==> config.mk <==
export PLATFORM = sky130hd
export DESIGN_NAME = id_ex_stage_flat
export DESIGN_NICKNAME = d
export VERILOG_FILES = /design/src/rtl/ex_pkg.sv /design/src/rtl/id_ex_stage_if.sv /design/src/rtl/alu_ctrl_decode.sv /design/src/rtl/id_ex_stage.sv /design/src/flat_wrapper.sv
export SDC_FILE = /design/constraint.sdc
export NUM_CORES = 1
export LEC_CHECK = 0
export ABC_AREA = 1
export ABC_CLOCK_PERIOD_IN_PS = 2100
export CAP_MARGIN = 20
export CORE_AREA = 2 2 168 170
export CTS_CLUSTER_SIZE = 20
export DETAILED_ROUTE_END_ITERATION = 7
export DIE_AREA = 0 0 170 172
export GPL_ROUTABILITY_DRIVEN = 0
export PLACE_DENSITY = 0.69
export SLEW_MARGIN = 20
export SYNTH_ARGS = -nofsm -noshare
export SYNTH_HDL_FRONTEND = slang
export SYNTH_SLANG_ARGS = --single-unit
export TNS_END_PERCENT = 1
==> constraint.sdc <==
create_clock -name clk -period 2.1 [get_ports clk]
set_clock_uncertainty 0.05 [all_clocks]
set_input_delay 0.21 -clock clk [delete_from_list [all_inputs] [get_ports clk]]
set_output_delay 0.21 -clock clk [all_outputs]
set_load 0.01 [all_outputs]
==> src/rtl/ex_pkg.sv <==
// Shared execute-side definitions: ALU operation codes, ALUOp classes,
// the R-type opcodes the ALU control understands, and control-bit positions.
package ex_pkg;

   localparam int DATA_W = 64;
   localparam int REG_AW = 5;
   localparam int CTRL_W = 5;

   // 4-bit ALU operation codes consumed by the execute ALU.
   typedef enum logic [3:0] {
      ALU_AND  = 4'b0000,
      ALU_ORR  = 4'b0001,
      ALU_ADD  = 4'b0010,
      ALU_SUB  = 4'b0110,
      ALU_PASS = 4'b0111,
      ALU_NOR  = 4'b1100
   } alu_op_e;

   // Instruction class from the main decoder.
   typedef enum logic [1:0] {
      ALUOP_MEM   = 2'b00,
      ALUOP_CBZ   = 2'b01,
      ALUOP_RTYPE = 2'b10,
      ALUOP_RSVD  = 2'b11
   } aluop_e;

   // instruction[31:21] for the supported R-type operations.
   localparam logic [10:0] OPC_ADD = 11'b10001011000;
   localparam logic [10:0] OPC_SUB = 11'b11001011000;
   localparam logic [10:0] OPC_AND = 11'b10001010000;
   localparam logic [10:0] OPC_ORR = 11'b10101010000;

   // Bit positions within {Branch, MemRead, MemWrite, RegWrite, MemtoReg}.
   localparam int CTRL_BRANCH   = 4;
   localparam int CTRL_MEMREAD  = 3;
   localparam int CTRL_MEMWRITE = 2;
   localparam int CTRL_REGWRITE = 1;
   localparam int CTRL_MEMTOREG = 0;

   // Remove the architecturally visible side effects of an instruction.
   function automatic logic [CTRL_W-1:0] squash_ctrl(input logic [CTRL_W-1:0] ctrl);
      logic [CTRL_W-1:0] res;
      res                = ctrl;
      res[CTRL_MEMWRITE] = 1'b0;
      res[CTRL_REGWRITE] = 1'b0;
      return res;
   endfunction

endpackage

==> src/rtl/id_ex_stage_if.sv <==
// Decode-to-execute bundle: upstream handshake and operands, downstream
// handshake and registered ALU inputs. "slave" is the stage's view.
interface id_ex_stage_if #(
   parameter int DATA_W = 64,
   parameter int REG_AW = 5
);
   // Handshake: a transfer happens on a rising edge where valid and ready are
   // both 1; valid must not depend on ready, and ready may depend on valid.
   logic              in_valid;
   logic              in_ready;
   logic [DATA_W-1:0] in_rdata1;
   logic [DATA_W-1:0] in_rdata2;
   logic [DATA_W-1:0] in_imm;
   logic              in_alusrc;
   logic [1:0]        in_aluop;
   logic [10:0]       in_opcode;
   logic [REG_AW-1:0] in_rd;
   logic [4:0]        in_ctrl;
   logic              flush;
   logic              out_valid;
   logic              out_ready;
   logic [DATA_W-1:0] alu_in1;
   logic [DATA_W-1:0] alu_in2;
   logic [3:0]        alu_op;
   logic [DATA_W-1:0] out_store_data;
   logic [REG_AW-1:0] out_rd;
   logic [4:0]        out_ctrl;
   logic              out_illegal;

   modport slave (
      input  in_valid, in_rdata1, in_rdata2, in_imm, in_alusrc, in_aluop,
             in_opcode, in_rd, in_ctrl, flush, out_ready,
      output in_ready, out_valid, alu_in1, alu_in2, alu_op, out_store_data,
             out_rd, out_ctrl, out_illegal
   );

   modport master (
      output in_valid, in_rdata1, in_rdata2, in_imm, in_alusrc, in_aluop,
             in_opcode, in_rd, in_ctrl, flush, out_ready,
      input  in_ready, out_valid, alu_in1, alu_in2, alu_op, out_store_data,
             out_rd, out_ctrl, out_illegal
   );

endinterface

==> src/rtl/alu_ctrl_decode.sv <==
// ALU control: ALUOp class plus R-type opcode to 4-bit ALU operation.
// Unknown R-type opcodes and the reserved class decode as ADD and are flagged.
module alu_ctrl_decode
   import ex_pkg::*;
(
   input  logic [1:0]  aluop,
   input  logic [10:0] opcode,
   output logic [3:0]  alu_op,
   output logic        illegal
);

   // Pure table lookup; ADD is the safe default for anything flagged illegal.
   always_comb begin
      alu_op  = ALU_ADD;
      illegal = 1'b0;
      case (aluop)
         ALUOP_MEM:   alu_op = ALU_ADD;
         ALUOP_CBZ:   alu_op = ALU_PASS;
         ALUOP_RTYPE: begin
            case (opcode)
               OPC_ADD: alu_op = ALU_ADD;
               OPC_SUB: alu_op = ALU_SUB;
               OPC_AND: alu_op = ALU_AND;
               OPC_ORR: alu_op = ALU_ORR;
               default: illegal = 1'b1;
            endcase
         end
         default:     illegal = 1'b1;
      endcase
   end

endmodule

==> src/rtl/id_ex_stage.sv <==
// ID/EX pipeline register in front of the 64-bit ALU. Single-entry stage:
// accepts when empty or when the held instruction retires in the same edge.
module id_ex_stage
   import ex_pkg::*;
#(
   parameter int DATA_W = 64,
   parameter int REG_AW = 5
) (
   input  logic          clk,
   input  logic          reset_n,
   id_ex_stage_if.slave  bus
);

   logic              valid_q;
   logic [DATA_W-1:0] in1_q;
   logic [DATA_W-1:0] in2_q;
   logic [DATA_W-1:0] store_q;
   logic [3:0]        op_q;
   logic [REG_AW-1:0] rd_q;
   logic [CTRL_W-1:0] ctrl_q;
   logic              illegal_q;

   logic [3:0]        dec_op;
   logic              dec_illegal;
   logic              load;

   alu_ctrl_decode u_dec (
      .aluop   (bus.in_aluop),
      .opcode  (bus.in_opcode),
      .alu_op  (dec_op),
      .illegal (dec_illegal)
   );

   // No skid buffer: ready only when empty or draining this cycle.
   assign bus.in_ready = !valid_q || bus.out_ready;
   assign load         = bus.in_valid && bus.in_ready && !bus.flush;

   // Stage register: reset beats flush, flush beats load, otherwise hold or drain.
   always_ff @(posedge clk) begin
      if (!reset_n) begin
         valid_q   <= 1'b0;
         in1_q     <= '0;
         in2_q     <= '0;
         store_q   <= '0;
         op_q      <= '0;
         rd_q      <= '0;
         ctrl_q    <= '0;
         illegal_q <= 1'b0;
      end else if (bus.flush) begin
         valid_q <= 1'b0;
         ctrl_q  <= '0;
      end else if (load) begin
         valid_q   <= 1'b1;
         in1_q     <= bus.in_rdata1;
         in2_q     <= bus.in_alusrc ? bus.in_imm : bus.in_rdata2;
         store_q   <= bus.in_rdata2;
         op_q      <= dec_op;
         rd_q      <= bus.in_rd;
         ctrl_q    <= dec_illegal ? squash_ctrl(bus.in_ctrl) : bus.in_ctrl;
         illegal_q <= dec_illegal;
      end else if (bus.out_ready) begin
         valid_q <= 1'b0;
      end
   end

   assign bus.out_valid      = valid_q;
   assign bus.alu_in1        = in1_q;
   assign bus.alu_in2        = in2_q;
   assign bus.out_store_data = store_q;
   assign bus.alu_op         = op_q;
   assign bus.out_rd         = rd_q;
   assign bus.out_ctrl       = ctrl_q;
   assign bus.out_illegal    = illegal_q;

endmodule
==> src/flat_wrapper.sv <==
// flat-port wrapper written by rule: the top's interface ports become plain ports
module id_ex_stage_flat import ex_pkg::*;
#(
   parameter int DATA_W = 64,
   parameter int REG_AW = 5
)
  (clk, reset_n, bus_in_valid, bus_in_rdata1, bus_in_rdata2, bus_in_imm, bus_in_alusrc, bus_in_aluop, bus_in_opcode, bus_in_rd, bus_in_ctrl, bus_flush, bus_out_ready, bus_in_ready, bus_out_valid, bus_alu_in1, bus_alu_in2, bus_alu_op, bus_out_store_data, bus_out_rd, bus_out_ctrl, bus_out_illegal);
  id_ex_stage_if #(.DATA_W(DATA_W), .REG_AW(REG_AW)) bus_i ();
  input  logic clk;
  input  logic reset_n;
  input wire logic [$bits(bus_i.in_valid)-1:0] bus_in_valid;
  input wire logic [$bits(bus_i.in_rdata1)-1:0] bus_in_rdata1;
  input wire logic [$bits(bus_i.in_rdata2)-1:0] bus_in_rdata2;
  input wire logic [$bits(bus_i.in_imm)-1:0] bus_in_imm;
  input wire logic [$bits(bus_i.in_alusrc)-1:0] bus_in_alusrc;
  input wire logic [$bits(bus_i.in_aluop)-1:0] bus_in_aluop;
  input wire logic [$bits(bus_i.in_opcode)-1:0] bus_in_opcode;
  input wire logic [$bits(bus_i.in_rd)-1:0] bus_in_rd;
  input wire logic [$bits(bus_i.in_ctrl)-1:0] bus_in_ctrl;
  input wire logic [$bits(bus_i.flush)-1:0] bus_flush;
  input wire logic [$bits(bus_i.out_ready)-1:0] bus_out_ready;
  output wire logic [$bits(bus_i.in_ready)-1:0] bus_in_ready;
  output wire logic [$bits(bus_i.out_valid)-1:0] bus_out_valid;
  output wire logic [$bits(bus_i.alu_in1)-1:0] bus_alu_in1;
  output wire logic [$bits(bus_i.alu_in2)-1:0] bus_alu_in2;
  output wire logic [$bits(bus_i.alu_op)-1:0] bus_alu_op;
  output wire logic [$bits(bus_i.out_store_data)-1:0] bus_out_store_data;
  output wire logic [$bits(bus_i.out_rd)-1:0] bus_out_rd;
  output wire logic [$bits(bus_i.out_ctrl)-1:0] bus_out_ctrl;
  output wire logic [$bits(bus_i.out_illegal)-1:0] bus_out_illegal;
  assign bus_i.in_valid = bus_in_valid;
  assign bus_i.in_rdata1 = bus_in_rdata1;
  assign bus_i.in_rdata2 = bus_in_rdata2;
  assign bus_i.in_imm = bus_in_imm;
  assign bus_i.in_alusrc = bus_in_alusrc;
  assign bus_i.in_aluop = bus_in_aluop;
  assign bus_i.in_opcode = bus_in_opcode;
  assign bus_i.in_rd = bus_in_rd;
  assign bus_i.in_ctrl = bus_in_ctrl;
  assign bus_i.flush = bus_flush;
  assign bus_i.out_ready = bus_out_ready;
  assign bus_in_ready = bus_i.in_ready;
  assign bus_out_valid = bus_i.out_valid;
  assign bus_alu_in1 = bus_i.alu_in1;
  assign bus_alu_in2 = bus_i.alu_in2;
  assign bus_alu_op = bus_i.alu_op;
  assign bus_out_store_data = bus_i.out_store_data;
  assign bus_out_rd = bus_i.out_rd;
  assign bus_out_ctrl = bus_i.out_ctrl;
  assign bus_out_illegal = bus_i.out_illegal;
  id_ex_stage #(.DATA_W(DATA_W), .REG_AW(REG_AW)) u_core (.clk(clk), .reset_n(reset_n), .bus(bus_i));
endmodule
==> results.md <==
- Status: complete, no violations
- Synth Area in Compound Gates: 20.2%
- Initial Util: 29.2%
- Post-route DRC: 0
- Synthesis-to-layout area growth: 66.9%
- Final TNS setup: 0 ns
- Routed vias: 8266
- Most common cell after layout, fill and taps aside: clkdlybuf4s50_1
- Maximum VDD drop: 0.437 mV
- Mux cell area share after synthesis: 2.12%
- FF-to-FF Start: u_core.bus.out_valid
- Syn Std Cell Area: 8010 µm²
- Total power: 10.4 mW
- Post-DP HPWL: 19900 µm
- Arr. time, crit path: 1.52 ns
- Sequential area share after synthesis: 51.7%
- Footprint of the multi-input gates: 3200 µm²
- Htree depth: 1
- Clk root buf: clkbuf_16
- Slew Limit Fails: 0
- Synth Area in Simple Gates: 17.0%
- I/O pin cnt: 430
- Detailed Route WL: 27800 µm
- Total GRT Usage: 17.8%
- Final #Nets: 1663
- FF+latch count, synth: 207
- Synth Area in Adders: 0.469%
- Final hold viol count: 0
- Cts bufs inserted: 24
- Post-CTS Setup Inserts: 0
- Pin count of the biggest net entering global routing: 104
- Die Y: 172 µm
- Starting DRT DRC Count: 444
- Via density: 4.58
- Worst flop-to-flop path endpoint: u_core.bus.alu_in1[30]
- # rows: 61
- Layout cell share with drive strength beyond 1: 4.19%
- Flop2flop setup slack: 0.59 ns
- Critical Path RT: 1.84 ns
- Max Cap Viol: 0
- Most frequent cells in the layout: clkdlybuf4s50_1 (426), nor2_1 (277), o21ai_0 (247)
- First-pass DRT Iterations: 4
- Longest Clk Path Bufs: 3
- Fmax: 560 MHz
- Post-Layout Cell Count: 1803
- Clk sinks: 207
- Routed Antenna Nets: 0
- Routed WL per cell: 15.4 µm
- I/O Buffers: 428
- Clk Latency, worst-skew pair: 0.51 ns
- FILL cells: 2626
- Clock slew at reported path FFs: 0.06 ns
- Resize count post-CTS: 0
- Synth Area in XOR/XNOR: 0%
- Unrepaired setup endpoints after global routing: false
- Hold Path Class: in -> reg
- First-pass GRT wire length: 42000 µm
- Syn Area/Cell: 7.65 µm²
- CTS tree: yes
- Largest family of logic cells by synthesized area: compound AO/OA/AOI/OAI gates
- # setup viols final: 0
- PwrDens: 778 nW/µm²
- GR Overflow Total: 0
- Mapped Nets: 1271
- YS warnings: 0
- Period utilization: 85.0%
- Kind of critical path: reg -> out
- Die area: 29200 µm²
- CP startpoint kind: flip-flop
- CTS Hold Buffers Added: 1
- CORE AREA: 27500 µm²
- LEAKAGE: 5.57 nW
- CP Capture Point: bus_in_ready
- Crit Path Max Fanout: 3
- Crit path from: u_core.bus.out_valid
- Synth Instances: 1047
- Chip width: 170 µm
- Sequential Area: 4140 µm²
- Vias in the first global route: 7925
- Shortest period the worst path allows: 1.78 ns
- R2R cell count: 7
- Initial antenna violation count: 1
- Setup crit end kind: primary output
- Library cells used by synthesis: 23
- Placed cell count: 1758
-- per-layer routing --
layer | up-vias | part of all wire, % | track usage, %
met5 | - | 0 | 0
met4 | 0 | 2.1 | 4.79
met3 | 45 | 9.3 | 5.88
met2 | 327 | 48 | 31.5
met1 | 3719 | 40 | 20.6
li1 | 4175 | - | -
-- final cells by class --
| cell class | instances | area share (%) |
|---|---|---|
| repair buffers | 445 | 33.9 |
| well taps | 346 | 3.24 |
| multi-input cells | 697 | 23.9 |
| inverters | 64 | 1.82 |
| clock buffers | 36 | 5.44 |
| flip-flops and latches | 207 | 31.0 |
| diodes | 1 | 0.0187 |
| clock inverters | 7 | 0.683 |
-- per-stage QoR --
stage	setup slack [ns]	hold slack, ns	util, %	instance area, µm²
after global routing	0.255	0.209	48.7	13400
final	0.316	0.210	48.7	13400
after CTS	0.300	0.185	48.7	13400
after global placement	0.263	0.408	45.6	12500
after floorplan	0.794	0.295	-	8010
after detailed placement	0.246	0.410	45.6	12500
-- worst max-delay path, stage by stage (launching register included) --
cell and delay, ns:
dfxtp_1 0.33, nand2_2 0.11, clkdlybuf4s50_1 0.58
-- flip-flops by register name, summed over array words and instances, names as in the netlist --
| signal | cells |
|---|---|
| u_core.bus.alu_in1 | 64 |
| u_core.bus.alu_in2 | 64 |
| u_core.bus.out_store_data | 64 |
| u_core.bus.out_ctrl | 5 |
| u_core.bus.out_rd | 5 |
| u_core.bus.alu_op | 3 |
| u_core.bus.out_illegal | 1 |
| u_core.bus.out_valid | 1 |
-- worst min path at each step --
stage / from / to / slack [ns] / depth (start not counted)
floorplan: bus_in_rdata1[0] / u_core.bus.alu_in1[0] / 0.29 / 2
global placement: u_core.bus.alu_op[0] / u_core.bus.alu_op[0] / 0.41 / 2
detailed placement: u_core.bus.alu_op[0] / u_core.bus.alu_op[0] / 0.41 / 2
CTS: bus_in_rdata2[31] / u_core.bus.out_store_data[31] / 0.19 / 3
global route: bus_in_rdata2[15] / u_core.bus.out_store_data[15] / 0.21 / 3
finish: bus_in_rdata2[29] / u_core.bus.out_store_data[29] / 0.21 / 3
-- Yosys cell counts (all sizes together) --
master	n	area, µm²
nor2	279	1070
o21ai	250	1250
dfxtp	207	4140
a21oi	72	360
nand2	69	269
inv	64	243
buf	50	320
clkbuf	29	109
mux2i	17	170
nand3	4	20.0
ha	3	37.5
conb	1	3.75
nor3	1	5.00
o21a	1	7.51
-- where the power goes --
group	switching, mW	internal [mW]	total, mW
clock network	1.66	2.63	4.29
logic	0.779	1.01	1.79
registers	0.131	4.19	4.33
-- logic make-up (layout without fill, tap and decap cells) --
kind of cell	Yosys count	in the layout
compound gates	323	323
fa+ha+maj	3	3
buf+inv	143	552
flops	207	207
mux	17	17
other cells	1	2
simple gates	353	353
Power figures use the tool's default switching activity.
